===== src/rtl/pipe_pkg.sv =====
// Shared pipeline package: packer FSM states and a lane-counter width helper.
package pipe_pkg;

  typedef enum logic {
    FILL = 1'b0,
    HOLD = 1'b1
  } pipe_pack_state_t;

  // Width of a counter that addresses RATIO lanes; never narrower than one bit.
  function automatic int lanes_w(input int ratio);
    return (ratio > 1) ? $clog2(ratio) : 1;
  endfunction

endpackage


===== src/rtl/pipe_width_packer.sv =====
// Packs RATIO narrow valid-ready beats into one wide word with a per-lane keep
// mask; i_last closes a partial word early. One register stage of latency.
module pipe_width_packer
  import pipe_pkg::*;
#(
  parameter int DWIDTH = 8,
  parameter int RATIO  = 4
) (
  input  logic                    clk,
  input  logic                    rstn,
  input  logic [DWIDTH-1:0]       i_data,
  input  logic                    i_valid,
  input  logic                    i_last,
  output logic                    o_ready,
  output logic [RATIO*DWIDTH-1:0] o_data,
  output logic [RATIO-1:0]        o_keep,
  output logic                    o_last,
  output logic                    o_valid,
  input  logic                    i_ready
);

  localparam int CNT_W = lanes_w(RATIO);
  localparam int WW    = RATIO * DWIDTH;

  pipe_pack_state_t state, state_nx;
  logic [CNT_W-1:0] cnt, cnt_nx;
  logic [WW-1:0]    acc_data, acc_data_nx;
  logic [RATIO-1:0] acc_keep, acc_keep_nx;
  logic             pend_last, pend_last_nx;
  logic             ready_rg, ready_nx;
  logic [WW-1:0]    out_data, out_data_nx;
  logic [RATIO-1:0] out_keep, out_keep_nx;
  logic             out_last, out_last_nx;
  logic             out_valid, out_valid_nx;

  logic             accept, out_free, word_close;
  logic [WW-1:0]    merge_data;
  logic [RATIO-1:0] merge_keep;

  assign accept     = i_valid & ready_rg;
  assign out_free   = ~out_valid | i_ready;
  assign word_close = accept & ((cnt == CNT_W'(RATIO - 1)) | i_last);

  always_comb begin
    // NOTE: every combinational output is given a default first so no latch is inferred.
    merge_data   = acc_data;
    merge_keep   = acc_keep | (RATIO'(1) << cnt);
    state_nx     = state;
    cnt_nx       = cnt;
    acc_data_nx  = acc_data;
    acc_keep_nx  = acc_keep;
    pend_last_nx = pend_last;
    ready_nx     = ready_rg;
    out_data_nx  = out_data;
    out_keep_nx  = out_keep;
    out_last_nx  = out_last;
    out_valid_nx = out_valid & ~i_ready;

    for (int k = 0; k < RATIO; k++) begin
      if (cnt == CNT_W'(k)) merge_data[k*DWIDTH +: DWIDTH] = i_data;
    end

    unique case (state)
      FILL: begin
        ready_nx = 1'b1;
        if (accept && !word_close) begin
          acc_data_nx = merge_data;
          acc_keep_nx = merge_keep;
          cnt_nx      = cnt + CNT_W'(1);
        end else if (word_close && out_free) begin
          // Load straight into the output register, overwriting a word leaving this edge.
          out_data_nx  = merge_data;
          out_keep_nx  = merge_keep;
          out_last_nx  = i_last;
          out_valid_nx = 1'b1;
          acc_data_nx  = '0;
          acc_keep_nx  = '0;
          cnt_nx       = '0;
        end else if (word_close) begin
          acc_data_nx  = merge_data;
          acc_keep_nx  = merge_keep;
          pend_last_nx = i_last;
          ready_nx     = 1'b0;
          state_nx     = HOLD;
        end
      end
      HOLD: begin
        ready_nx = 1'b0;
        if (out_free) begin
          out_data_nx  = acc_data;
          out_keep_nx  = acc_keep;
          out_last_nx  = pend_last;
          out_valid_nx = 1'b1;
          acc_data_nx  = '0;
          acc_keep_nx  = '0;
          cnt_nx       = '0;
          ready_nx     = 1'b1;
          state_nx     = FILL;
        end
      end
      default: state_nx = FILL;
    endcase
  end

  always_ff @(posedge clk or negedge rstn) begin
    if (!rstn) begin
      state     <= FILL;
      cnt       <= '0;
      acc_data  <= '0;
      acc_keep  <= '0;
      pend_last <= 1'b0;
      ready_rg  <= 1'b0;
      out_data  <= '0;
      out_keep  <= '0;
      out_last  <= 1'b0;
      out_valid <= 1'b0;
    end else begin
      // NOTE: non-blocking assignments so every register updates from pre-edge values.
      state     <= state_nx;
      cnt       <= cnt_nx;
      acc_data  <= acc_data_nx;
      acc_keep  <= acc_keep_nx;
      pend_last <= pend_last_nx;
      ready_rg  <= ready_nx;
      out_data  <= out_data_nx;
      out_keep  <= out_keep_nx;
      out_last  <= out_last_nx;
      out_valid <= out_valid_nx;
    end
  end

  assign o_ready = ready_rg;
  assign o_data  = out_data;
  assign o_keep  = out_keep;
  assign o_last  = out_last;
  assign o_valid = out_valid;

endmodule


===== config.mk =====
export PLATFORM = sky130hd
export DESIGN_NAME = pipe_width_packer
export DESIGN_NICKNAME = d
export VERILOG_FILES = /design/src/rtl/pipe_pkg.sv /design/src/rtl/pipe_width_packer.sv
export SDC_FILE = /design/constraint.sdc
export NUM_CORES = 1
export LEC_CHECK = 0
export ABC_CLOCK_PERIOD_IN_PS = 2090
export CORE_MARGIN = 5
export CORE_UTILIZATION = 55
export CTS_CLUSTER_SIZE = 16
export DETAILED_ROUTE_END_ITERATION = 10
export PLACE_DENSITY = 0.8
export SLEW_MARGIN = 20
export SYNTH_ARGS = -nofsm -noshare
export SYNTH_HDL_FRONTEND = slang
export SYNTH_SLANG_ARGS = --single-unit

===== constraint.sdc =====
create_clock -name clk -period 2.09 [get_ports clk]
set_input_delay 0.3135 -clock clk [delete_from_list [all_inputs] [get_ports clk]]
set_output_delay 0.3135 -clock clk [all_outputs]
set_load 0.03 [all_outputs]

==> impl_metrics.toml <==
[run_status]
outcome = "complete, no violations"

[floorplanning]
core-area_sq_um = 6790
initial_utilization_pct = 56.7
die_h_um = 93.7
io-pin-count = 52
core.rowCount = 30
die-width_um = 93.7
die-area_sq_um = 8770

[sta]
max_freq_ghz = 0.536
finalCritPeriodShare_pct = 89.3
whs_ns = 0.445
rsz0062_at_grt = "false"
slew_viol_final = 0
setup_tns_ns = 0
min_period_ns = 1.87
worstMarginPinSlew_ns = 0.649
skew_ns = 0.0109
slew_headroom_pct = 56.8
hold_viol = 0
setup_viol = 0

[global_routing]
use_met2_pct = 35.0
grt_start_max_net_pins = 45
top_usage_layer = "met2"
grt_pass1_vias = 2977
gr-total-overflow = 0
grt_pass1_wl_um = 14900
grtUsageTotal_pct = 21.9
grt_util_met1_pct = 30.1
antenna_found_initial = 0
met3_usage_pct = 4.81

[clock_tree]
numClockSinks = 79
htreeDepth = 3
worstSkewPairLatency_ns = 0.36
clk_pin_slew_ns = 0.09
clock-root-buffer = "clkbuf_8"
cts_made_buffers = 9
cts_setup_buffers = 0
cts_tree = "built"
clockBufferDepth = 2

[worst_setup_path]
r2r_setup_slack_ns = 0.22
cp_cell_sequence = "inv_1, ha_1, nand2b_1, o22ai_4, a21oi_1, o21ai_1"
cp.arrival_ns = 2.14
cpLargestDelayFamily = "compound AO/OA/AOI/OAI gates"
timing.rr.start = "cnt[0]"
slowest_stage = "dfrtp_1"
worst_ep_required_time_ns = 2.37
startpoint = "cnt[0]"
cpPeakStageDelay_ns = 0.43
path_class = "reg -> reg"
rr_endpoint = "acc_data[23]"
crit_path_end = "acc_data[23]"
end_kind = "register"
critPathMaxFanout = 11
worst-path-stages = 6
rr_worst_depth = 6
start_kind = "register"
critPathBufInv = 1

[synthesis]
synth.distinct_cells = 30
synth_area_sq_um = 3850
synthArstFlopShare_pct = 100
ys_seq_area_share_pct = 51.3
yosys_warnings = 0
synth_edf_count = 0
synth_nets = 419
ys_ff_latch = 79
syn_avg_cell_area_sq_um = 9.58
ys.flop_type = "dfrtp_1"
synth_cells = 402

[cells_and_area]
diodes = 0
nNetsFinal = 461
drive_gt1_share_pct = 8.46
syn2layout_area_growth_pct = 22.2
instances_no_fill = 545
nFillCells = 527

[place]
io_buffers = 51
dp.cells = 528
place_congestion = 0.831
dp_hpwl_um = 5890

[drt]
drt_iter0_drc = 291
post_drt_wl_per_cell_um = 16.5
drtPass1Iterations = 4
via_per_inst = 5.54
ant_nets = 0
finalWirelength_um = 9000
drc = 0
vias = 3019

[pwr]
powerDensity_nw_per_um2 = 1650
p_clk_share_pct = 18.5
p_comb_share_pct = 46.4
vdd_ir_drop_max_uv = 822
switchingPower_uw = 3090
p_int_uw = 4660
seq_power_share_pct = 35.1
p_leak_uw = 0.00210
power_switching_share_pct = 39.8

[min_path]
hold_class = "in -> async"

[job]
drv_cap = 0
==> cell usage in the layout, fill, tap and decap left out, types with 2 or more instances in the layout <==
cell type / count
buf_12: 2
clkbuf_8: 11
a31oi_1: 8
nand2b_1: 4
nor2_1: 19
buf_4: 11
nand2_1: 70
and2b_1: 4
o22ai_4: 3
mux2_2: 2
nor3_1: 3
o32a_1: 4
o21ai_1: 20
nor2b_1: 30
clkdlybuf4s50_1: 50
mux2i_1: 33
a21oi_1: 27
dfrtp_1: 79
bufinv_16: 3
ha_1: 3
and3_1: 2
inv_1: 3
o21ai_0: 47
==> state kept, by name, indices dropped and copies added (netlist names) <==
| name | cells |
|---|---|
| o_last | 1 |
| acc_keep | 4 |
| pend_last | 1 |
| o_data | 32 |
| state | 1 |
| o_ready | 1 |
| o_keep | 4 |
| cnt | 2 |
| o_valid | 1 |
| acc_data | 32 |
==> routing by layer <==
metal	vias up	part of all wire, %
met5	-	0
met4	0	1.6
met3	15	6.2
met2	96	49
met1	1457	43
li1	1451	-
==> through the flow <==
step | setup slack (ns) | utilization [%] | cell area (sq um) | power [uW]
final | 0.223 | 69.2 | 4700 | 7750
after CTS | 0.168 | 69.2 | 4700 | 7770
after detailed placement | 0.0965 | 65.3 | 4440 | 6310
after global placement | 0.151 | 65.3 | 4440 | 6170
after floorplan | 0.520 | - | 3850 | 5050
after global routing | 0.0730 | 69.2 | 4700 | 8280
==> cell type report <==
class                      count  area (sq um)  area share (%)
sequential                    79          1980            42.0
multi-input combinational    287          1710            36.3
clock buffer                  11           151            3.22
inverter                       3          11.3           0.239
tap                           96           120            2.55
clock inverter                 5           104            2.21
timing repair buffer          64           633            13.5
==> synthesized netlist by cell type (8+ instances only) <==
| cell type | n | area [sq um] |
|---|---|---|
| dfrtp_1 | 79 | 1980 |
| nand2_1 | 70 | 263 |
| o21ai_0 | 47 | 235 |
| mux2i_1 | 33 | 330 |
| nor2b_1 | 30 | 188 |
| a21oi_1 | 27 | 135 |
| o21ai_1 | 20 | 100 |
| nor2_1 | 19 | 71.3 |
| clkbuf_1 | 15 | 56.3 |
| buf_2 | 12 | 60.1 |
| a31oi_1 | 8 | 50.1 |
==> cell families after synthesis <==
kind of cell	share of synthesized area (%)
simple gates	15.9
compound gates	17.2
flops	51.3
buf+inv	4.55
mux	9.75
fa+ha+maj	1.30
==> worst min path at each step <==
| stage | to | from | cells past startpoint | slack [ns] |
|---|---|---|---|---|
| 6_report | o_data[0] | rstn | 2 | 0.45 |
| 5_1_grt | o_data[3] | rstn | 2 | 0.50 |
| 4_1_cts | o_data[0] | rstn | 2 | 0.46 |
| 3_5_place_dp | o_data[0] | rstn | 1 | 0.30 |
| 3_3_place_gp | o_data[0] | rstn | 1 | 0.30 |
| 2_1_floorplan | acc_data[0] | rstn | 0 | 0.02 |
==> power by group through the flow <==
| stage | Combinational [uW] | Clock (uW) | Sequential, uW |
|---|---|---|---|
| floorplan | 1700 | 0 | 3350 |
| global placement | 3490 | 0 | 2690 |
| detailed placement | 3570 | 0 | 2740 |
| CTS | 3610 | 1450 | 2720 |
| global route | 3930 | 1520 | 2830 |
| finish | 3590 | 1440 | 2720 |
==> what timing repair did <==
item	in CTS	in global routing
hold buffers	1	0
endpoints found under the hold margin	35	0
endpoints found under the setup margin	0	1
resized for setup	0	1
Note: power is estimated with default switching activity, not from simulation.
